## config.mk

```make
export PLATFORM = sky130hd
export DESIGN_NAME = jesd204b_rx_lane_sync
export DESIGN_NICKNAME = d
export VERILOG_FILES = /design/src/rtl/jesd204b_rx_lane_sync.sv
export SDC_FILE = /design/constraint.sdc
export NUM_CORES = 1
export LEC_CHECK = 0
export BUFFER_PORTS_ARGS = -buffer_cell sky130_fd_sc_hd__buf_2
export CAP_MARGIN = 10
export CORE_MARGIN = 3
export CORE_UTILIZATION = 57
export CTS_BUF_LIST = sky130_fd_sc_hd__clkbuf_16
export DETAILED_ROUTE_END_ITERATION = 10
export PLACE_DENSITY = 0.8
export SYNTH_ARGS = -nofsm -noshare
export SYNTH_HDL_FRONTEND = slang
export SYNTH_SLANG_ARGS = --single-unit
```

## constraint.sdc

```tcl
create_clock -name i_rxusrclk2 -period 6.3 [get_ports i_rxusrclk2]
set_input_delay 1.26 -clock i_rxusrclk2 [delete_from_list [all_inputs] [get_ports i_rxusrclk2]]
set_output_delay 1.26 -clock i_rxusrclk2 [all_outputs]
set_load 0.01 [all_outputs]
```

## src/rtl/jesd204b_rx_lane_sync.sv

```systemverilog
// Per-lane JESD204B receive synchroniser: CGS with SYNC~ request, ILAS byte-alignment lock,
// ILAS multiframe marker checking and frame-aligned data output with two-cycle latency.
module jesd204b_rx_lane_sync #(
    parameter int FRAME_SIZE = 1,
    parameter int FMLC_NUM   = 8,
    parameter int CGS_WORDS  = 2,
    parameter int ERR_WORDS  = 3
) (
    input  logic        i_rxusrclk2,
    input  logic        i_rst,
    input  logic        i_link_up,
    input  logic [31:0] i_data,
    input  logic [3:0]  i_charisk,
    input  logic [3:0]  i_disperr,
    input  logic [3:0]  i_notintable,
    output logic        o_nsync,
    output logic [31:0] o_data,
    output logic [3:0]  o_charisk,
    output logic        o_valid,
    output logic        o_ilas_done,
    output logic [1:0]  o_align_offset,
    output logic [1:0]  o_state,
    output logic        o_ilas_err
);

    localparam int MFW        = FRAME_SIZE * FMLC_NUM / 4;
    localparam int ILAS_WORDS = 4 * MFW;
    localparam int WCNT_W     = $clog2(ILAS_WORDS);
    localparam int FPOS_W     = (MFW > 1) ? $clog2(MFW) : 1;
    localparam int KCNT_W     = $clog2(CGS_WORDS + 1);
    localparam int ECNT_W     = $clog2(ERR_WORDS + 1);

    localparam logic [WCNT_W-1:0] WCNT_LAST = WCNT_W'(ILAS_WORDS - 1);
    localparam logic [FPOS_W-1:0] FPOS_LAST = FPOS_W'(MFW - 1);
    localparam logic [KCNT_W-1:0] KCNT_LAST = KCNT_W'(CGS_WORDS - 1);
    localparam logic [ECNT_W-1:0] ECNT_LAST = ECNT_W'(ERR_WORDS - 1);

    localparam logic [7:0] CH_K = 8'hBC;
    localparam logic [7:0] CH_R = 8'h1C;
    localparam logic [7:0] CH_A = 8'h7C;

    typedef enum logic [1:0] {
        ST_INIT      = 2'd0,
        ST_WAIT_ILAS = 2'd1,
        ST_ILAS      = 2'd2,
        ST_DATA      = 2'd3
    } state_t;

    state_t              r_state;
    logic [31:0]         r_prev_data;
    logic [3:0]          r_prev_k;
    logic [31:0]         r_data;
    logic [3:0]          r_charisk;
    logic                r_nsync;
    logic                r_valid;
    logic                r_ilas_done;
    logic                r_ilas_err;
    logic [1:0]          r_offset;
    logic [KCNT_W-1:0]   r_kcnt;
    logic [ECNT_W-1:0]   r_ecnt;
    logic [WCNT_W-1:0]   r_wcnt;
    logic [FPOS_W-1:0]   r_fpos;

    logic [3:0]  w_byte_k;
    logic [3:0]  w_byte_r;
    logic [3:0]  w_byte_err;
    logic        w_all_k;
    logic        w_word_err;
    logic [1:0]  w_first_idx;
    logic        w_first_is_r;
    logic [63:0] w_cat_data;
    logic [7:0]  w_cat_k;
    logic [31:0] w_al_data;
    logic [3:0]  w_al_k;
    logic        w_al_r0;
    logic        w_al_a3;
    logic        w_ilas_fail;
    logic        w_err_trip;
    logic        w_go_init;

    genvar gi;
    generate
        for (gi = 0; gi < 4; gi++) begin : g_byte
            assign w_byte_k[gi]   = i_charisk[gi] && (i_data[8*gi +: 8] == CH_K);
            assign w_byte_r[gi]   = i_charisk[gi] && (i_data[8*gi +: 8] == CH_R);
            assign w_byte_err[gi] = i_disperr[gi] | i_notintable[gi];
        end
    endgenerate

    assign w_all_k    = &w_byte_k;
    assign w_word_err = |w_byte_err;

    // Lowest-indexed non-/K/ byte marks where the ILAS (and thus the frame) starts.
    always_comb begin
        w_first_idx = 2'd0;
        for (int i = 3; i >= 0; i--) begin
            if (!w_byte_k[i]) begin
                w_first_idx = 2'(i);
            end
        end
    end
    assign w_first_is_r = w_byte_r[w_first_idx];

    // Older word in the low half so byte k of the previous word becomes aligned byte 0.
    assign w_cat_data = {i_data, r_prev_data};
    assign w_cat_k    = {i_charisk, r_prev_k};
    assign w_al_data  = w_cat_data[{r_offset, 3'b000} +: 32];
    assign w_al_k     = w_cat_k[r_offset +: 4];
    assign w_al_r0    = w_al_k[0] && (w_al_data[7:0] == CH_R);
    assign w_al_a3    = w_al_k[3] && (w_al_data[31:24] == CH_A);

    assign w_ilas_fail = ((r_state == ST_WAIT_ILAS) && !w_all_k && !w_first_is_r) ||
                         ((r_state == ST_ILAS) &&
                          (((r_fpos == '0) && !w_al_r0) || ((r_fpos == FPOS_LAST) && !w_al_a3)));
    assign w_err_trip  = (r_state != ST_INIT) && w_word_err && (r_ecnt == ECNT_LAST);
    assign w_go_init   = !i_link_up || w_ilas_fail || w_err_trip;

    always_ff @(posedge i_rxusrclk2) begin
        if (i_rst) begin
            r_state     <= ST_INIT;
            r_prev_data <= '0;
            r_prev_k    <= '0;
            r_data      <= '0;
            r_charisk   <= '0;
            r_nsync     <= 1'b0;
            r_valid     <= 1'b0;
            r_ilas_done <= 1'b0;
            r_ilas_err  <= 1'b0;
            r_offset    <= '0;
            r_kcnt      <= '0;
            r_ecnt      <= '0;
            r_wcnt      <= '0;
            r_fpos      <= '0;
        end else begin
            r_prev_data <= i_data;
            r_prev_k    <= i_charisk;
            r_data      <= w_al_data;
            r_charisk   <= w_al_k;
            r_valid     <= 1'b0;
            r_ilas_err  <= i_link_up && w_ilas_fail;

            if (i_link_up && (r_state == ST_WAIT_ILAS) && !w_all_k) begin
                r_offset <= w_first_idx;
            end

            if (w_go_init) begin
                r_state     <= ST_INIT;
                r_nsync     <= 1'b0;
                r_ilas_done <= 1'b0;
                r_kcnt      <= '0;
                r_ecnt      <= '0;
                r_wcnt      <= '0;
                r_fpos      <= '0;
            end else begin
                case (r_state)
                    ST_INIT: begin
                        if (w_all_k && !w_word_err) begin
                            if (r_kcnt == KCNT_LAST) begin
                                r_state <= ST_WAIT_ILAS;
                                r_nsync <= 1'b1;
                                r_kcnt  <= '0;
                                r_ecnt  <= '0;
                            end else begin
                                r_kcnt <= r_kcnt + KCNT_W'(1);
                            end
                        end else begin
                            r_kcnt <= '0;
                        end
                    end
                    ST_WAIT_ILAS: begin
                        r_ecnt <= w_word_err ? r_ecnt + ECNT_W'(1) : '0;
                        if (!w_all_k) begin
                            r_state <= ST_ILAS;
                            r_wcnt  <= '0;
                            r_fpos  <= '0;
                        end
                    end
                    ST_ILAS: begin
                        r_ecnt <= w_word_err ? r_ecnt + ECNT_W'(1) : '0;
                        if (r_wcnt == WCNT_LAST) begin
                            r_state     <= ST_DATA;
                            r_ilas_done <= 1'b1;
                        end else begin
                            r_wcnt <= r_wcnt + WCNT_W'(1);
                            r_fpos <= (r_fpos == FPOS_LAST) ? '0 : r_fpos + FPOS_W'(1);
                        end
                    end
                    default: begin
                        r_ecnt  <= w_word_err ? r_ecnt + ECNT_W'(1) : '0;
                        r_valid <= 1'b1;
                    end
                endcase
            end
        end
    end

    assign o_nsync        = r_nsync;
    assign o_data         = r_data;
    assign o_charisk      = r_charisk;
    assign o_valid        = r_valid;
    assign o_ilas_done    = r_ilas_done;
    assign o_align_offset = r_offset;
    assign o_state        = r_state;
    assign o_ilas_err     = r_ilas_err;

endmodule

```

### Word level (Yosys, flattened, before mapping)

Index checks and enable logic that the tools add are counted.
W data, S select, Z words.

* input port bits: 47
* output and inout port bits: 44
* bits in registers: 88
* word-level logic and storage cells: 115

* reduce and logical (&&, ||, !) cells: 44
* bitwise operators: 5
* $add $sub $neg: 4
* equality and inequality tests: 20
* muxes and demuxes: 25
* shift operators: 2
* order comparisons: 1

Operators by type and width (number)
* $shiftx A64 B6 Y32: 1
* $eq A8 B5 Y1 const B: 5
* $eq A8 B8 Y1 const B: 4
* $mux W2: 14
* $logic_and A1 B1 Y1: 21
* $eq A8 B7 Y1 const B: 1
* $ne A2 B2 Y1 const B: 4
* $shiftx A8 B3 Y4: 1
* $logic_not A1 Y1: 6
* $mux W3: 2
* $pmux W2 S3: 1
* $pmux W3 S2: 1
* $reduce_and A3 Y1: 2
* $mux W1: 5
* $reduce_and A5 Y1: 1
* $add A2 B1 Y2 const B: 2
* $eq A2 B1 Y1 const B: 2
* $eq A2 B2 Y1 const B: 2
* $logic_or A1 B1 Y1: 4
* $or A1 B1 Y1: 4
* $reduce_and A2 Y1: 2
* $reduce_and A4 Y1: 1
* $reduce_bool A2 Y1: 2
* $reduce_or A4 Y1: 1
* 12 further kinds: 12

### Logic depth before layout (Yosys ltp)

Gate-level depths: netlist of the first run.

* depth after elaboration: 14
* gate-level depth with buffers: 9

### Worst setup path after synthesis of the first run

OpenSTA, ideal clock, no wires.

* kind: input to register
* start point: input port i_data[0]
* end point: register r_wcnt[1]
* slack: 3226 ps
* stages on the path: 7
* arrival: 3008 ps
* buffers on the path: 1
* setup time: 66 ps
* cells stage by stage: or3_1 > or3_1 > a2111oi_0 > o32ai_1 > a211o_1 > buf_6 > nor2_1

* word-level cells in the longest chain between the ends: 11
* elaborated cells on any way between the ends: 29

Ends and longest elaborated chain
* start, declared: RTL line 12 `input logic [31:0] i_data,`
* $shiftx A64 B6 Y32 or $eq A8 B8 Y1 (tied branches): RTL line 107, 84
* $eq A8 B5 Y1 (tied with other cells): RTL line 109 `assign w_al_r0 = w_al_k[0] && (w_al_data[7:0] == CH_R);`
* $logic_and A1 B1 Y1 (tied with other cells): RTL line 109
* $logic_not A1 Y1 or $bmux W1 S2 (tied branches): RTL line 114, 102
* $logic_and A1 B1 Y1 or $mux W1 (tied branches): RTL line 114, 102
* $logic_or A1 B1 Y1 or $logic_not A1 Y1 (tied branches): RTL line 114, 112
* $logic_and A1 B1 Y1, on equally long branches: RTL line 113, 112
* $logic_or A1 B1 Y1: RTL line 112 `assign w_ilas_fail = ((r_state == ST_WAIT_ILAS) && !w_all_k && !w_first_is_r) ||`
* $logic_or A1 B1 Y1 (2 in series): RTL line 116 `assign w_go_init = !i_link_up || w_ilas_fail || w_err_trip;`
* $reduce_or A2 Y1 (no line)
* end signal, assigned: RTL line 184 `r_wcnt <= r_wcnt + WCNT_W'(1);`
* end, declared: RTL line 61 `logic [WCNT_W-1:0] r_wcnt;`

Parallel ways exist; a longest one is shown, timed or not. The select of a mux whose other input is x is not followed.
A chain may end at the register's enable or synchronous reset.

### Worst setup path in the final report of the first run

* start point: input port i_data[0]
* end point: register r_state[1] (netlist: o_state[1])

* word-level cells in the longest chain between the ends: 11
* elaborated cells on any way between the ends: 31

Ends and longest elaborated chain
* $shiftx A64 B6 Y32 or $eq A8 B8 Y1 (tied branches): RTL line 107, 84
* $eq A8 B5 Y1 (tied with other cells): RTL line 109
* $logic_and A1 B1 Y1 (tied with other cells): RTL line 109
* $logic_not A1 Y1 or $bmux W1 S2 (tied branches): RTL line 114, 102
* $logic_and A1 B1 Y1 or $mux W1 (tied branches): RTL line 114, 102
* $logic_or A1 B1 Y1 or $logic_not A1 Y1 (tied branches): RTL line 114, 112
* $logic_and A1 B1 Y1, on equally long branches: RTL line 113, 112
* $logic_or A1 B1 Y1: RTL line 112
* $logic_or A1 B1 Y1 (2 in series): RTL line 116
* $reduce_or A2 Y1 (no line)
* end signal, assigned: RTL line 120 `r_state <= ST_INIT;`
* end signal, assigned: RTL line 147 `r_state <= ST_INIT;`
* end signal, assigned: RTL line 159 `r_state <= ST_WAIT_ILAS;`
* end, declared: RTL line 49 `state_t r_state;`

Parallel ways exist; a longest one is shown, timed or not. The select of a mux whose other input is x is not followed.

==> results of run 1 <==
## flip-flops by register name (all words and copies together), names as in the netlist
signal / cells
o_state: 2
r_prev_k: 4
o_nsync: 1
o_ilas_done: 1
r_kcnt: 2
o_valid: 1
r_wcnt: 3
r_ecnt: 2
r_fpos: 1
o_ilas_err: 1
o_charisk: 4
r_prev_data: 32
o_data: 32
o_align_offset: 2
## logic make-up after synthesis
family | count (synthesis) | share of synthesized area
AO/OA/AOI/OAI | 25 | 0.04647
XOR/XNOR | 1 | 0.002308
adder cells (fa/ha/maj) | 7 | 0.02307
buffers and inverters | 25 | 0.02966
flip-flops | 88 | 0.4641
multiplexers | 43 | 0.2261
AND/OR/NAND/NOR | 130 | 0.2083
## cells in the mapped netlist (4+ instances only)
master    instances  area (sq um)
ha_1              7         87.58
clkbuf_1         11         41.29
mux4_2           34         765.7
mux2i_1           7         70.07
nor3_1            4         20.02
inv_1             7         26.28
nand2_1           6         22.52
nor2b_1          72         450.4
a21oi_1           9         45.04
nand4_1           4         25.02
dfxtp_1          88          1762
nor2_1           17         63.81
## where the power goes
part	leakage (nW)	internal [mW]	total, mW	switching, mW
clock network	0.154	0.344	0.554	0.210
registers	0.726	0.578	0.588	0.00964
logic	0.988	0.0459	0.0890	0.0431
total	1.87	0.968	1.23	0.263
## metrics by stage
step | instance area [sq um] | hold WS, ns | std cells | util
CTS | 4586 | 0.4700 | 486 | 0.7181
global route | 4586 | 0.5119 | 486 | 0.7181
global placement | 4274 | 0.4369 | 470 | 0.6693
detailed placement | 4274 | 0.4587 | 470 | 0.6693
finish | 4586 | 0.4705 | 486 | 0.7181
floorplan | 3796 | 0.4285 | 319 | -
## how the worst max path moves through the flow
stage,cells after the start,from,slack [ns],endpoint
after floorplan,7,i_data[0],3.23,r_wcnt[1]$_SDFFE_PP0P_
after global placement,7,i_data[0],2.59,r_wcnt[1]$_SDFFE_PP0P_
after detailed placement,7,i_data[0],2.44,o_state[1]$_SDFFE_PP0P_
after CTS,7,i_data[0],2.78,o_state[1]$_SDFFE_PP0P_
after global routing,7,i_data[0],2.58,o_state[1]$_SDFFE_PP0P_
final,7,i_data[0],2.71,o_state[1]$_SDFFE_PP0P_
## area by class of cell
cell class	count	area (sq um)
fill	459	1800
clock buffer	9	225.2
inverter	7	26.28
tap	77	96.34
clock inverter	7	86.33
multi-input combinational	206	1922
sequential	88	1764
timing repair buffer	92	465.4
## routing by layer
layer	wire length, microns	part of all wire	GRT usage
met2	4330	0.51	0.3904
met3	552	0.066	0.04421
met1	3328	0.40	0.3006
met4	201	0.024	0.1088
met5	0	0	0
## worst register-to-register path, delay by kind of cell (launching register included)
kind | cells | cell delay, ns
multiplexers | 1 | 0.64
AO/OA/AOI/OAI | 4 | 1.12
buffers and inverters | 1 | 0.51
flip-flops | 1 | 0.43
AND/OR/NAND/NOR | 1 | 0.60
==> flow_summary_export.csv, run 1 <==
group,metric,value,unit
outcome,status,"completed",
setup_path,critPathRequiredTime,6.56,ns
clock_network,numCtsBuffers,9,
setup_path,timing.rr.end,"o_state[0]$_SDFFE_PP0P_",
floorplanning,die-area,0.007676,sq mm
timing,period_needed,3.587,ns
timing,fin_tns_setup,0,ns
timing,timing.fmax,278.8,MHz
grt,overflow,0,
setup_path,crit_slowest_cell,"nor4bb_1",
setup_path,crit_fanout,8,
logic_synthesis,synth.net_count,373,
clock_network,cts.htree.levels,3,
setup_path,r2r-start,"o_align_offset[0]$_SDFFE_PP0P_",
logic_synthesis,async_flop_share,0,
setup_path,slowest_delay,0.98,ns
cells_and_area,area_growth,20.80,%
job,cap_violations,0,
place,place_hpwl,6033,microns
grt,grt_start_max_net_pins,76,
place,post-place-ws,2.443,ns
clock_network,clock_sinks,88,
drt,ant_nets,0,
power_and_ir_drop,powerDensity,268.3,mW/mm^2
timing,timing.final.crit_share,0.5694,
floorplanning,die_w,87.61,microns
min_path,worstHoldEndpoint,"r_kcnt[1]$_SDFFE_PP0N_",
logic_synthesis,synth.distinct_cells,45,
grt,grt_pass1_vias,2680,
setup_path,rrSetupSlack,2.92,ns
logic_synthesis,ys_seq_elements,88,
drt,vias,2799,
clock_network,postCtsHoldBufs,0,
power_and_ir_drop,ir_worst_vdd,0.2650,mV
drt,drtIter0Drc,179,
logic_synthesis,synth_flop_cell,"dfxtp_1",
setup_path,crit_arrival,3.85,ns
grt,grt_pass1_wl,13550,microns
logic_synthesis,syn_area,0.003796,sq mm
cells_and_area,drive_gt1_frac,0.3619,
min_path,hp-start,"r_kcnt[1]$_SDFFE_PP0N_",
cells_and_area,diodes,0,
clock_network,clock-root-buffer,"clkbuf_16",
place,routabilityCongestion,0.8525,
logic_synthesis,synth-edff-count,0,
clock_network,clock_path_buffers,2,
timing,rsz0062_at_grt,"false",
drt,via_per_inst,5.759,
clock_network,cts_resized,0,
grt,grt_usage,0.2360,
floorplanning,placeableCoreArea,0.006386,sq mm
timing,skew,0.003785,ns
place,portBuffers,90,
drt,drt_pass1_iterations,4,
floorplanning,start_util,0.5944,
drt,wl_per_cell,17.31,microns
floorplanning,rows,29,
grt,antenna_found_initial,0,
setup_path,path_cells,"buf_2 -> or3_1 -> or3_1 -> nor4bb_1 -> a21oi_1 -> a21o_1 -> a21oi_1",
clock_network,cts_setup_buffers,0,
clock_network,cts_tree,"built",
floorplanning,io_pins,91,
power_and_ir_drop,leakagePower,1.868,nW
cells_and_area,layout_common_cells,"buf_2 (90), dfxtp_1 (86), nor2b_1 (72)",
logic_synthesis,yosysWarningCount,0,
setup_path,ff2ff_path_depth,7,
setup_path,critPathTopFamily,"simple AND/OR/NAND/NOR gates",
clock_network,worst_skew_pair.late_latency,0.33,ns
setup_path,worstSetupEndpointType,"flip-flop",
drt,drt_wl_total,8413,microns
min_path,hold_class,"reg -> reg",
min_path,worstHoldPathCells,2,
setup_path,startpoint_type,"input port",
timing,finalMaxSlewViolations,0,
clock_network,clkTransAtPathRegs,0.06,ns
cells_and_area,layout_commonest_cell,"buf_2",
logic_synthesis,syn_avg_cell_area,11.90,sq um
floorplanning,die_height,87.61,microns
timing,hold_violations,0,
power_and_ir_drop,p_total,1.230,mW
timing,slew_headroom,0.2183,
setup_path,worstSetupPathType,"in -> reg",
setup_path,path_buf_inv,1,
timing,setup_viol,0,
timing,worstMarginPinSlew,1.157,ns
drt,drc,0,
cells_and_area,fin_nets,458,
logic_synthesis,syn_inst,319,
logic_synthesis,yosysSeqAreaShare,0.4641,
timing,setup_slack,2.713,ns
(Power assumes the default switching activity.)
==> inputs of run 2 (changes only) <==
CORE_UTILIZATION = 48   (was 57)
PLACE_DENSITY = 0.72   (was 0.8)
clock period = 3.1 ns   (was 6.3 ns; I/O delays follow)
==> run 2 against run 1 <==
  * Clock skew grew 0.0042 ns
  * Combinational power grew 100%
  * Total power up 89%
  * Worst hold slack gained 0.0079 ns
  * First-iteration DRC count is 7.3% lower
==> flow_summary_export.csv, run 2 (synthesis results as in run 1) <==
group,metric,value,unit
outcome,status,"completed",
grt,grt_start_max_net_pins,75,
setup_path,crit_slowest_cell,"mux4_2",
drt,drc,0,
cells_and_area,seq_area,0.001764,sq mm
place,place_hpwl,6313,microns
cells_and_area,layout_common_cells,"buf_2 (90), dfxtp_1 (86), nor2b_1 (72)",
min_path,hold_class,"reg -> reg",
power_and_ir_drop,switching_power,0.5241,mW
cells_and_area,fin_cells,511,
job,cap_violations,0,
timing,skew,0.008011,ns
setup_path,path_buf_inv,1,
timing,setup_viol,0,
clock_network,cts_setup_buffers,0,
drt,drt_pass1_iterations,5,
floorplanning,io_pins,91,
place,routabilityCongestion,0.8736,
timing,hold_violations,0,
setup_path,crit_fanout,29,
cells_and_area,drive_gt1_frac,0.3665,
drt,drt_wl_total,8294,microns
timing,hold_slack,0.4784,ns
setup_path,path_cells,"buf_12 -> mux4_2 -> nand4bb_1 -> o41ai_2 -> o32ai_1 -> a211o_1 -> a311oi_1",
timing,timing.final.crit_share,0.9197,
clock_network,cts_resized,0,
power_and_ir_drop,p_clk_frac,0.409,
power_and_ir_drop,pwr-share-comb,0.078,
grt,antenna_found_initial,0,
drt,drtIter0Drc,166,
setup_path,critPathTopFamily,"compound AO/OA/AOI/OAI gates",
clock_network,cts_tree,"built",
grt,grt_pass1_wl,13230,microns
power_and_ir_drop,seqPwrFrac,0.513,
timing,setup_slack,0.2489,ns
setup_path,worstSetupEndpointType,"flip-flop",
clock_network,clock-root-buffer,"clkbuf_16",
power_and_ir_drop,switching_share,0.2254,
setup_path,crit_arrival,3.09,ns
cells_and_area,layout_commonest_cell,"buf_2",
place,dpl.cell_count,496,
clock_network,worst_skew_pair.late_latency,0.34,ns
floorplanning,rows,31,
drt,vias,2746,
timing,fin_tns_setup,0,ns
place,post-place-ws,0.2164,ns
cells_and_area,post-route-util,0.6186,
drt,ant_nets,0,
setup_path,critPathRequiredTime,3.34,ns
floorplanning,die_height,94.93,microns
clock_network,clock_sinks,88,
place,portBuffers,90,
clock_network,postCtsHoldBufs,0,
power_and_ir_drop,powerDensity,504.8,mW/mm^2
timing,period_needed,2.851,ns
clock_network,cts.htree.levels,3,
power_and_ir_drop,ir_worst_vdd,0.2851,mV
cells_and_area,area_growth,21.36,%
setup_path,worstSetupPathType,"reg -> reg",
drt,via_per_inst,5.374,
cells_and_area,multi_input_area,0.001922,sq mm
cells_and_area,fill_cells,620,
clock_network,clkTransAtPathRegs,0.06,ns
grt,grt_pass1_vias,2663,
floorplanning,die-area,0.009012,sq mm
setup_path,startpoint_type,"flip-flop",
cells_and_area,fin_nets,462,
floorplanning,placeableCoreArea,0.007447,sq mm
timing,finalMaxSlewViolations,0,
power_and_ir_drop,leakagePower,1.865,nW
setup_path,slowest_delay,0.53,ns
grt,grt_usage,0.1949,
cells_and_area,diodes,0,
timing,worstMarginPinSlew,0.7285,ns
timing,slew_headroom,0.5144,
drt,wl_per_cell,16.23,microns
floorplanning,start_util,0.5097,
floorplanning,die_w,94.93,microns
timing,timing.fmax,350.7,MHz
grt,overflow,0,
power_and_ir_drop,intPower,1.801,mW
clock_network,numCtsBuffers,9,
timing,rsz0062_at_grt,"false",
clock_network,clock_path_buffers,2,
-- run 2: cell count changes in the layout (fill, tap and decap cells not counted), sizes merged --
cell      delta
clkinvlp     +1
buf          +4
bufinv       -2
-- run 2: routing by layer --
layer	track usage	vias up	routed length [microns]
met5	0	-	0
met4	0.07452	0	193
met3	0.04542	15	457
met2	0.3265	92	4181
met1	0.2441	1315	3461
li1	-	1324	-
-- run 2: worst reg2reg max path, stage by stage, from the launching register on --
cell       delay (ns)
dfxtp_2          0.47
buf_12           0.26
mux4_2           0.54
nand4bb_1        0.27
o41ai_2          0.31
o32ai_1          0.17
a211o_1          0.48
a311oi_1         0.27
-- run 2: final timing paths --
kind                        endpoint  slack [ns]                      startpoint  cells past startpoint
max          o_state[0]$_SDFFE_PP0P_        0.25  o_align_offset[0]$_SDFFE_PP0P_                      7
min           r_kcnt[1]$_SDFFE_PP0N_        0.48          r_kcnt[1]$_SDFFE_PP0N_                      2
max reg2reg  o_state[0]$_SDFFE_PP0P_        0.25  o_align_offset[0]$_SDFFE_PP0P_                      7
min reg2reg   r_kcnt[1]$_SDFFE_PP0N_        0.48          r_kcnt[1]$_SDFFE_PP0N_                      2
-- run 2: per-stage QoR --
| step | power, mW | area, sq um |
|---|---|---|
| 4_1_cts | 2.343 | 4607 |
| 2_1_floorplan | 1.313 | 3796 |
| 3_5_place_dp | 1.401 | 4344 |
| 3_3_place_gp | 1.397 | 4344 |
| 5_1_grt | 2.409 | 4607 |
| 6_report | 2.325 | 4607 |
-- run 2: final cells by class --
| class | instances | share of cell area |
|---|---|---|
| Clock buffer | 9 | 0.04889 |
| Clock inverter | 6 | 0.008148 |
| Inverter | 7 | 0.005703 |
| Multi-Input combinational cell | 206 | 0.4172 |
| Sequential cell | 88 | 0.3829 |
| Tap cell | 99 | 0.02689 |
| Timing Repair Buffer | 96 | 0.1103 |
-- run 2: power by group through the flow --
stage	clock network, mW	logic, mW	registers, mW
after global routing	1.01	0.199	1.20
after global placement	0	0.179	1.22
after floorplan	0	0.0900	1.22
after detailed placement	0	0.182	1.22
after CTS	0.967	0.183	1.19
final	0.951	0.181	1.19
==> inputs of run 3 (changes only) <==
CORE_UTILIZATION = 53   (was 48)
PLACE_DENSITY = 0.75   (was 0.72)
clock period = 3.2 ns   (was 3.1 ns; I/O delays follow)
==> run 3 against run 2 <==
  * Sequential power about the same
  * Global-route usage up 2.0 points
  * Non-clock buffer count decreased by 1
  * Clock-buffer cell count did not move
  * Clock skew decreased by 0.0039 ns
  * Cell count is 0.98% lower
  * Die area fell by 8.9%
  * Clock power grew 13%
  * Setup slack better by 0.057 ns
  * Total power grew 3.3%
==> flow_summary_export.csv, run 3 (synthesis results as in run 1) <==
group,metric,value,unit
timing,skew,0.004127,ns
timing,rsz0062_at_grt,"false",
drt,drt_wl_total,8528,microns
floorplanning,die-area,0.008214,sq mm
setup_path,startpoint_type,"flip-flop",
drt,wl_per_cell,16.85,microns
place,place_hpwl,6229,microns
drt,vias,2793,
timing,setup_slack,0.3061,ns
setup_path,critPathRequiredTime,3.44,ns
setup_path,slowest_delay,0.53,ns
job,cap_violations,0,
timing,worstMarginPinSlew,0.7012,ns
drt,via_per_inst,5.520,
floorplanning,placeableCoreArea,0.006869,sq mm
drt,drt_pass1_iterations,4,
clock_network,clock_path_buffers,2,
timing,setup_viol,0,
clock_network,clock-root-buffer,"clkbuf_16",
outcome,status,"completed",
clock_network,postCtsHoldBufs,0,
setup_path,path_cells,"buf_12 -> mux4_2 -> nand4bb_1 -> o41ai_2 -> o32ai_1 -> a211o_1 -> a311oi_1",
grt,grt_usage,0.2150,
setup_path,worstSetupPathType,"reg -> reg",
floorplanning,start_util,0.5526,
clock_network,cts_setup_buffers,0,
clock_network,worst_skew_pair.late_latency,0.33,ns
drt,drc,0,
place,post-place-ws,0.2548,ns
power_and_ir_drop,leakagePower,1.879,nW
grt,grt_start_max_net_pins,75,
floorplanning,rows,30,
cells_and_area,drive_gt1_frac,0.3634,
grt,antenna_found_initial,0,
cells_and_area,diodes,0,
cells_and_area,post-route-util,0.6745,
cells_and_area,layout_commonest_cell,"buf_2",
grt,grt_pass1_vias,2649,
clock_network,cts.htree.levels,3,
floorplanning,io_pins,91,
power_and_ir_drop,p_total,2.401,mW
timing,timing.final.crit_share,0.9043,
floorplanning,die_height,90.63,microns
clock_network,cts_tree,"built",
min_path,hold_class,"reg -> reg",
setup_path,crit_slowest_cell,"dfxtp_2",
setup_path,crit_arrival,3.13,ns
setup_path,rrSetupSlack,0.31,ns
cells_and_area,fin_nets,461,
cells_and_area,fill_cells,517,
setup_path,worstSetupEndpointType,"flip-flop",
timing,slew_headroom,0.5325,
setup_path,crit_fanout,30,
grt,grt_pass1_wl,13740,microns
clock_network,clkTransAtPathRegs,0.06,ns
timing,finalMaxSlewViolations,0,
place,routabilityCongestion,0.9533,
place,portBuffers,90,
power_and_ir_drop,powerDensity,518.2,mW/mm^2
clock_network,clock_sinks,88,
clock_network,cts_resized,0,
timing,timing.fmax,345.6,MHz
drt,ant_nets,0,
drt,drtIter0Drc,207,
timing,hold_violations,0,
grt,overflow,0,
timing,fin_tns_setup,0,ns
floorplanning,die_w,90.63,microns
timing,period_needed,2.894,ns
cells_and_area,area_growth,22.05,%
cells_and_area,layout_common_cells,"buf_2 (90), dfxtp_1 (86), nor2b_1 (72)",
power_and_ir_drop,ir_worst_vdd,0.2633,mV
clock_network,numCtsBuffers,9,
run 3: changes by cell type in the layout (fill, tap and decap cells not counted), sizes merged:
cell    delta
buf        -1
bufinv     +2
clkinv     -4
inv        +1
run 3: worst paths after layout:
check,to,start,cells after the start
worst max-delay path,o_state[0]$_SDFFE_PP0P_,o_align_offset[0]$_SDFFE_PP0P_,7
worst min-delay path,r_kcnt[1]$_SDFFE_PP0N_,r_kcnt[1]$_SDFFE_PP0N_,2
worst max register to register,o_state[0]$_SDFFE_PP0P_,o_align_offset[0]$_SDFFE_PP0P_,7
worst min register to register,r_kcnt[1]$_SDFFE_PP0N_,r_kcnt[1]$_SDFFE_PP0N_,2
run 3: layer usage:
metal / GRT usage / share of wire / vias up
met1: 0.2751 / 0.41 / 1352
met4: 0.1059 / 0.026 / 0
met5: 0 / 0 / -
met3: 0.04333 / 0.061 / 18
met2: 0.3477 / 0.50 / 99
li1: - / - / 1324
run 3: worst max-delay path: cells and delay by family, from the launching register on:
family / cells / cell delay (ns)
AND/OR/NAND/NOR: 1 / 0.24
multiplexers: 1 / 0.53
buffers and inverters: 1 / 0.28
flip-flops: 1 / 0.53
AO/OA/AOI/OAI: 4 / 1.21
run 3: area by class of cell:
cell class | instances | area [sq um] | area share
repair buffers | 95 | 500.5 | 0.1080
flip-flops and latches | 88 | 1764 | 0.3808
clock inverters | 5 | 75.07 | 0.01620
clock buffers | 9 | 225.2 | 0.04861
inverters | 7 | 26.28 | 0.005671
multi-input cells | 206 | 1922 | 0.4148
well taps | 96 | 120.1 | 0.02592
run 3: stage by stage:
step | instances | hold slack, ns | instance area, sq um
5_1_grt | 506 | 0.5036 | 4633
3_3_place_gp | 492 | 0.4403 | 4333
4_1_cts | 506 | 0.4642 | 4633
6_report | 506 | 0.4687 | 4633
3_5_place_dp | 492 | 0.4527 | 4333
2_1_floorplan | 319 | 0.4285 | 3796
run 3: power breakdown:
| part | internal (mW) | leakage (nW) | switching [mW] |
|---|---|---|---|
| clock network | 0.669 | 0.146 | 0.398 |
| logic | 0.0905 | 1.01 | 0.0860 |
| registers | 1.14 | 0.726 | 0.0192 |
| total | 1.90 | 1.88 | 0.504 |
